**config.mk**
```make
export PLATFORM = sky130hd
export DESIGN_NAME = wide_add_seq
export DESIGN_NICKNAME = d
export VERILOG_FILES = /design/src/rtl/wide_add_pkg.sv /design/src/rtl/adder8.sv /design/src/rtl/wide_add_seq.sv
export SDC_FILE = /design/constraint.sdc
export NUM_CORES = 1
export LEC_CHECK = 0
export CORE_MARGIN = 8
export CORE_UTILIZATION = 55
export CTS_BUF_LIST = sky130_fd_sc_hd__clkbuf_8
export CTS_CLUSTER_SIZE = 12
export DETAILED_ROUTE_END_ITERATION = 8
export DONT_BUFFER_PORTS = 1
export GPL_TIMING_DRIVEN = 0
export HOLD_SLACK_MARGIN = 0.1
export PLACE_DENSITY = 0.67
export SYNTH_ARGS = -nofsm -noshare
export SYNTH_HDL_FRONTEND = slang
export SYNTH_SLANG_ARGS = --single-unit
```
**constraint.sdc**
```tcl
create_clock -name clk -period 4.5 [get_ports clk]
set_input_delay 1.125 -clock clk [delete_from_list [all_inputs] [get_ports clk]]
set_output_delay 1.125 -clock clk [all_outputs]
set_load 0.1 [all_outputs]
```
**src/rtl/wide_add_pkg.sv**
```systemverilog
// Shared types and helpers for the byte-serial wide adder.
//   state_e   : controller states (IDLE, RUN, DONE)
//   BYTE_W    : width of one serial step / slice
//   idx_width : width of the byte index for a given operand byte count
package wide_add_pkg;

  localparam int unsigned BYTE_W = 8;

  typedef enum logic [1:0] {
    IDLE = 2'd0,
    RUN  = 2'd1,
    DONE = 2'd2
  } state_e;

  // Byte index width; kept at least 1 so WORDS=1 still has a legal vector.
  function automatic int unsigned idx_width(input int unsigned words);
    return (words <= 1) ? 1 : $clog2(words);
  endfunction

endpackage

```
**src/rtl/adder8.sv**
```systemverilog
// 8-bit carry-lookahead adder slice.
//   A, B : byte operands
//   cin  : carry in
//   sum  : A+B+cin modulo 256
//   cout : carry out of bit 7
module adder8 (
  input  logic [7:0] A,
  input  logic [7:0] B,
  input  logic       cin,
  output logic [7:0] sum,
  output logic       cout
);

  logic [7:0] gen;
  logic [7:0] prop;
  logic [8:0] carry;

  assign gen  = A & B;
  assign prop = A ^ B;

  // Carry recurrence; unrolled into lookahead terms by synthesis.
  always_comb begin
    carry    = 9'd0;
    carry[0] = cin;
    for (int i = 0; i < 8; i++) begin
      carry[i+1] = gen[i] | (prop[i] & carry[i]);
    end
  end

  assign sum  = prop ^ carry[7:0];
  assign cout = carry[8];

endmodule

```
**src/rtl/wide_add_seq.sv**
```systemverilog
// Byte-serial wide adder: adds two WORDS-byte operands one byte per clock
// through a single adder8 slice, keeping the carry in a register between
// steps. Valid/ready handshake on both sides.
//   clk, rst_n          : clock, asynchronous active-low reset
//   in_valid/in_ready   : operand handshake (ready only in IDLE)
//   in_a, in_b, in_cin  : operands and carry into byte 0
//   in_sub              : subtract select (only with WIDE_ADD_SUB_EN)
//   out_valid/out_ready : result handshake, result held until accepted
//   out_sum, out_cout   : result and carry out of the top byte
// Optional feature macro: WIDE_ADD_SUB_EN (adds in_sub, A-B-cin).
module wide_add_seq
  import wide_add_pkg::*;
#(
  parameter int unsigned WORDS = 4
) (
  input  logic                    clk,
  input  logic                    rst_n,
  input  logic                    in_valid,
  output logic                    in_ready,
  input  logic [BYTE_W*WORDS-1:0] in_a,
  input  logic [BYTE_W*WORDS-1:0] in_b,
  input  logic                    in_cin,
`ifdef WIDE_ADD_SUB_EN
  input  logic                    in_sub,
`endif
  output logic                    out_valid,
  input  logic                    out_ready,
  output logic [BYTE_W*WORDS-1:0] out_sum,
  output logic                    out_cout
);

  localparam int unsigned W     = BYTE_W * WORDS;
  localparam int unsigned IDX_W = idx_width(WORDS);

  state_e             state_q;
  logic [W-1:0]       a_q;
  logic [W-1:0]       b_q;
  logic [W-1:0]       res_q;
  logic [W-1:0]       res_d;
  logic               carry_q;
  logic [IDX_W-1:0]   idx_q;
  logic [W-1:0]       out_sum_q;
  logic               out_cout_q;
  logic               in_ready_q;
  logic               out_valid_q;
  logic               sub_c;
  logic [BYTE_W-1:0]  slice_sum;
  logic               slice_cout;
  logic               last_c;

`ifdef WIDE_ADD_SUB_EN
  assign sub_c = in_sub;
`else
  assign sub_c = 1'b0;
`endif

  // Slice sees only register outputs, so the critical path is one byte add.
  adder8 u_slice (
    .A    (a_q[BYTE_W-1:0]),
    .B    (b_q[BYTE_W-1:0]),
    .cin  (carry_q),
    .sum  (slice_sum),
    .cout (slice_cout)
  );

  // Result shifts right with the new byte entering at the top; the
  // concatenate-then-shift form also covers WORDS=1.
  assign res_d  = W'({slice_sum, res_q} >> BYTE_W);
  assign last_c = (idx_q == IDX_W'(WORDS - 1));

  // Controller and datapath registers.
  always_ff @(posedge clk or negedge rst_n) begin
    if (!rst_n) begin
      state_q     <= IDLE;
      a_q         <= '0;
      b_q         <= '0;
      res_q       <= '0;
      carry_q     <= 1'b0;
      idx_q       <= '0;
      out_sum_q   <= '0;
      out_cout_q  <= 1'b0;
      in_ready_q  <= 1'b1;
      out_valid_q <= 1'b0;
    end else begin
      case (state_q)
        IDLE: begin
          if (in_valid) begin
            // Subtract is A + ~B + !cin, i.e. A - B - cin.
            a_q        <= in_a;
            b_q        <= in_b ^ {W{sub_c}};
            carry_q    <= in_cin ^ sub_c;
            idx_q      <= '0;
            in_ready_q <= 1'b0;
            state_q    <= RUN;
          end
        end
        RUN: begin
          a_q     <= a_q >> BYTE_W;
          b_q     <= b_q >> BYTE_W;
          res_q   <= res_d;
          carry_q <= slice_cout;
          idx_q   <= idx_q + IDX_W'(1);
          if (last_c) begin
            out_sum_q   <= res_d;
            out_cout_q  <= slice_cout;
            out_valid_q <= 1'b1;
            state_q     <= DONE;
          end
        end
        DONE: begin
          if (out_ready) begin
            out_valid_q <= 1'b0;
            in_ready_q  <= 1'b1;
            state_q     <= IDLE;
          end
        end
        default: begin
          out_valid_q <= 1'b0;
          in_ready_q  <= 1'b1;
          state_q     <= IDLE;
        end
      endcase
    end
  end

  assign in_ready  = in_ready_q;
  assign out_valid = out_valid_q;
  assign out_sum   = out_sum_q;
  assign out_cout  = out_cout_q;

endmodule

```
==> flow_summary.ini, run 1 <==
[floorplanning]
die_area_um2 = 13300
top_level_ports = 104
design.core.area_um2 = 9640
die_x_um = 115
placement_rows = 36
initial_utilization = 0.561
die_height_um = 115

[finish]
layout.nets = 522
num_antenna_cells = 0
area_growth_syn_to_layout_pct = 11.0
seq_area_um2 = 3200
post_route_cells_drive_above_1_share = 0.257
multi_input_comb_area_um2 = 1960
finish.utilization = 0.623
filler_cell_count = 806

[placement]
gp_routability_congestion = 0.827
port-buffer-count = 0
hpwlAfterDp_mm = 8.76

[synthesis]
avgSynthCellArea_um2 = 12.7
synthCells = 425
netlist_top_cells_area = sky130_fd_sc_hd__dfrtp_1 (59%), sky130_fd_sc_hd__o22ai_1 (7.4%), sky130_fd_sc_hd__mux2_4 (7.2%)
synth_enable_flop_cells = 0
yosys-top-cells-count = sky130_fd_sc_hd__dfrtp_1 (127), sky130_fd_sc_hd__o22ai_1 (64), sky130_fd_sc_hd__a21oi_1 (51)
synth_cell_types = 25
synth_largest_area_cell = sky130_fd_sc_hd__dfrtp_1
synth_sequential_area_ratio = 0.593
synthesis.area_um2 = 5410
predominant_post_synthesis_flop_cell = sky130_fd_sc_hd__dfrtp_1
area_share_of_the_largest_cell_type_after_synthesis = 0.588
ys.warnings.count = 0
synth_nets = 503
synth-seq-cells = 128
synthMostInstantiatedCell = sky130_fd_sc_hd__dfrtp_1
asyncSetResetFlopFracSynth = 1.00

[grt]
grt_start_max_net_pins = 129
grt_first_pass_wirelength_mm = 19.9
antenna_found_initial = 0
grt_remaining_overflow = 0
grt_pass1_vias = 3634
grt_util_all_layers = 0.197

[clocking]
clkTransAtPathRegs_ps = 90
ctsLongestPathBuffers = 2
cts-buffers-inserted = 17
clock-root-buffer = sky130_fd_sc_hd__clkbuf_8
post_cts.resized_instances = 0
insertion_delay_ps = 430
postCtsSetupRepairBufs = 0
cts_tree = built
htree_levels = 4
postCtsHoldBufs = 0
cts_sinks = 128

[route]
antenna_left = 0
routed_wire_length_per_instance_um = 20.9
num_vias = 3442
drt_pre_antenna_iters = 4
count_of_unresolved_drc_violations_after_routing = 0
detailedRoute.firstIterationViolations = 229
postRouteWirelength_mm = 12.3
via_per_inst = 5.84

[worst_setup_path]
critPathRequiredTime_ps = 4840
timing.critical_path.arrival_ps = 4150
critical_path_class = flop to flop
cp_endpoint_kind = flop
critical_path.cell_chain = inv_1, fa_1, inv_1, fa_1, fa_1, fa_1, fa_1, fa_1, fa_1, inv_1, fa_1, o21ai_0
ff2ff_path_depth = 12
timing.reg2reg.setup_slack_ps = 690
timing.critical_path.from = b_q[0]$_DFFE_PN0P_
critical_path.reg2reg.endpoint = res_q[31]$_DFFE_PN0P_
crit_path_start_kind = flop
worst_setup_path_endpoint = res_q[31]$_DFFE_PN0P_
worst_path_most_repeated_cell = sky130_fd_sc_hd__fa_1
worst_path_cell_with_the_longest_stage_delay = sky130_fd_sc_hd__fa_1
peak_per_stage_delay_on_the_critical_path_ps = 440
worst_r2r_startpoint = b_q[0]$_DFFE_PN0P_
critical_path.max_fanout = 3

[flow_run]
timing.max_cap.violations = 0

[sta]
number_of_setup_violations_in_the_final_report = 0
maxSlewViolCount = 0
min_period_ps = 3810
hold_viol = 0
max_freq_ghz = 0.262
finClkSkew_ps = 18.9
grt_setup_unrepaired = no
slew_headroom = 0.370
tns_setup_ps = 0
worst_slew_pin_slew_ps = 945
final.period_utilization = 0.848

[min_path]
worst_hold_path_type = primary input to asynchronous set/reset pin

[run_status]
status = completed
==> critical path, delay by kind of cell, from the launching register on <==
| kind | cells | cell delay [ps] |
|---|---|---|
| AO/OA/AOI/OAI | 1 | 170 |
| adder cells (fa/ha/maj) | 8 | 2930 |
| buffers and inverters | 3 | 230 |
| flip-flops | 1 | 410 |
==> final cells by class <==
cell class                      instances  area share
Sequential cell                       128       0.534
Clock inverter                         11      0.0258
Clock buffer                           20      0.0459
Buffer                                 34      0.0354
Multi-Input combinational cell        254       0.326
Inverter                                9     0.00563
Tap cell                              133      0.0277
==> placed cells by master, fill, tap and decap left out, drive strengths merged, types with 7 or more instances in the layout <==
cell type	synthesis	layout
nor2	36	36
fa	8	8
mux2	52	52
dfrtp	127	127
buf	29	29
a21oi	51	51
a22o	17	17
o21ai	8	8
nand2	7	7
inv	9	11
clkbuf	5	25
o22ai	64	64
==> worst min path at each step <==
stage | from | end | slack (ps) | cells past startpoint
6_report | rst_n | out_sum[3]$_DFFE_PN0P_ | 390 | 0
5_1_grt | rst_n | out_sum[3]$_DFFE_PN0P_ | 350 | 0
4_1_cts | rst_n | out_sum[3]$_DFFE_PN0P_ | 370 | 0
3_5_place_dp | a_q[24]$_DFFE_PN0P_ | a_q[24]$_DFFE_PN0P_ | 480 | 1
3_3_place_gp | a_q[31]$_DFFE_PN0P_ | a_q[31]$_DFFE_PN0P_ | 480 | 1
2_1_floorplan | idx_q[0]$_DFFE_PN0P_ | idx_q[0]$_DFFE_PN0P_ | 470 | 1
==> logic make-up after synthesis <==
| family | Yosys count | synth area share |
|---|---|---|
| AO/OA/AOI/OAI | 144 | 0.163 |
| adder cells (fa/ha/maj) | 9 | 0.0319 |
| buffers and inverters | 43 | 0.0456 |
| flip-flops | 128 | 0.593 |
| multiplexers | 52 | 0.126 |
| AND/OR/NAND/NOR | 49 | 0.0403 |
==> flip-flops by register name, indices dropped and copies added, names as in the netlist <==
register / cells
b_q: 32
a_q: 32
idx_q: 2
state_q: 2
out_sum: 32
out_cout: 1
out_valid: 1
res_q: 24
in_ready: 1
carry_q: 1
==> metrics by stage <==
| step | area (um2) | cells | setup WS (ps) | hold slack (ps) |
|---|---|---|---|---|
| 3_3_place_gp | 5570 | 558 | 729 | 483 |
| 2_1_floorplan | 5410 | 425 | 917 | 466 |
| 4_1_cts | 6000 | 589 | 683 | 370 |
| 3_5_place_dp | 5570 | 558 | 694 | 481 |
| 5_1_grt | 6000 | 589 | 500 | 352 |
| 6_report | 6000 | 589 | 685 | 385 |
==> metal layers <==
layer	wire length, um	track usage	vias up
li1	-	-	1583
met1	5000	0.247	1732
met2	5950	0.307	113
met3	1140	0.0714	14
met4	239	0.0736	0
met5	0	0	-
Power of run 1 is left out: the tool's default activity adds up to more than one toggle a clock period on the data nets, which glitch-free logic cannot reach.
==> run 2, diff against run 1 <==
- clock period: 4.5 -> 3.9 ns (I/O delays scaled with it)
==> run 2 against run 1 <==
  * Count of clock-buffer cells in the layout is the same
  * Critical path depth stayed put
  * Non-clock buffer count did not move
  * Cell area about the same
  * Hold slack got worse by 150 ps
  * Cell count did not move
  * Highest routed layer unchanged
  * First-iteration DRC count is 15% higher
  * Global-route usage stayed put
==> flow_summary.ini, run 2 (same netlist as run 1, synthesis figures left out) <==
[sta]
slew_headroom = 0.370
hold_ws_ps = 236
number_of_setup_violations_in_the_final_report = 0
final.period_utilization = 0.957
maxSlewViolCount = 0
finClkSkew_ps = 18.5
hold_viol = 0
min_period_ps = 3730
tns_setup_ps = 0
max_freq_ghz = 0.268
grt_setup_unrepaired = no
worst_slew_pin_slew_ps = 945

[route]
num_vias = 3450
routed_wire_length_per_instance_um = 20.9
antenna_left = 0
detailedRoute.firstIterationViolations = 263
count_of_unresolved_drc_violations_after_routing = 0
postRouteWirelength_mm = 12.3
via_per_inst = 5.86
drt_pre_antenna_iters = 4

[finish]
post_route_cells_drive_above_1_share = 0.259
layout_commonest_cell = sky130_fd_sc_hd__dfrtp_1
area_growth_syn_to_layout_pct = 11.1
layout.cell_area.non_filler_um2 = 6010
layout.nets = 522
num_antenna_cells = 0
layout_common_cells = sky130_fd_sc_hd__dfrtp_1 (127), sky130_fd_sc_hd__o22ai_1 (64), sky130_fd_sc_hd__a21oi_1 (51), sky130_fd_sc_hd__nor2_1 (35)

[run_status]
status = completed

[floorplanning]
top_level_ports = 104
placement_rows = 36
die_height_um = 115
initial_utilization = 0.561
design.core.area_um2 = 9640
die_x_um = 115
die_area_um2 = 13300

[clocking]
ctsLongestPathBuffers = 2
htree_levels = 4
post_cts.resized_instances = 0
cts-buffers-inserted = 17
cts_tree = built
insertion_delay_ps = 430
clock-root-buffer = sky130_fd_sc_hd__clkbuf_8
clkTransAtPathRegs_ps = 90
postCtsSetupRepairBufs = 0
postCtsHoldBufs = 0
cts_sinks = 128

[worst_setup_path]
critical_path.top_delay_family = adder cells
crit_path_start_kind = flop
worst_path_most_repeated_cell = sky130_fd_sc_hd__fa_1
cp_endpoint_kind = flop
peak_per_stage_delay_on_the_critical_path_ps = 440
critical_path.max_fanout = 3
cp_num_buf_inv = 3
timing.critical_path.arrival_ps = 4070
critical_path_class = flop to flop
critPathRequiredTime_ps = 4240
worst_path_cell_with_the_longest_stage_delay = sky130_fd_sc_hd__fa_1
critical_path.cell_chain = inv_1, fa_1, inv_1, fa_1, fa_2, fa_1, fa_1, fa_1, fa_1, inv_1, fa_1, o21ai_1

[min_path]
worst_hold_path_type = primary input to asynchronous set/reset pin

[grt]
grt_remaining_overflow = 0
grt_util_all_layers = 0.197
grt_first_pass_wirelength_mm = 19.9
grt_pass1_vias = 3634
antenna_found_initial = 0
grt_start_max_net_pins = 129

[placement]
hpwlAfterDp_mm = 8.76
port-buffer-count = 0
place_area_um2 = 5570
gp_routability_congestion = 0.827

[flow_run]
timing.max_cap.violations = 0
run 2: worst paths after layout:
check                                     from                 endpoint  slack [ps]  cells past startpoint
setup / recovery            b_q[0]$_DFFE_PN0P_  out_sum[31]$_DFFE_PN0P_         170                     12
hold / removal                           rst_n   out_sum[3]$_DFFE_PN0P_         240                      0
setup reg to reg            b_q[0]$_DFFE_PN0P_  out_sum[31]$_DFFE_PN0P_         170                     12
hold reg to reg            a_q[25]$_DFFE_PN0P_      a_q[25]$_DFFE_PN0P_         500                      1
max in group asynchronous                rst_n     in_ready$_DFFE_PN1P_        3390                      0
min in group clk           a_q[25]$_DFFE_PN0P_      a_q[25]$_DFFE_PN0P_         500                      1
run 2: per-stage QoR:
stage,std cells,setup slack (ps),util
after CTS,589,82.9,0.623
after floorplan,425,317,-
after detailed placement,558,94.2,0.578
after global routing,589,3.30,0.623
after global placement,558,129,0.578
final,589,168,0.623
run 2: final cells by class:
| type | count | area, um2 |
|---|---|---|
| inverters | 9 | 33.8 |
| multi-input cells | 254 | 1960 |
| plain buffers | 34 | 213 |
| fillers | 805 | 3630 |
| well taps | 133 | 166 |
| flip-flops and latches | 128 | 3200 |
| clock inverters | 11 | 155 |
| clock buffers | 20 | 275 |
run 2: metal layers:
metal  wire length, um  GRT usage  share of wire  vias up
li1                  -          -              -     1585
met1              5090      0.247           0.41     1735
met2              5860      0.307           0.48      114
met3              1050     0.0714          0.085       16
met4               297     0.0736          0.024        0
met5                 0          0              0        -
Power of run 2 is left out for the same reason.
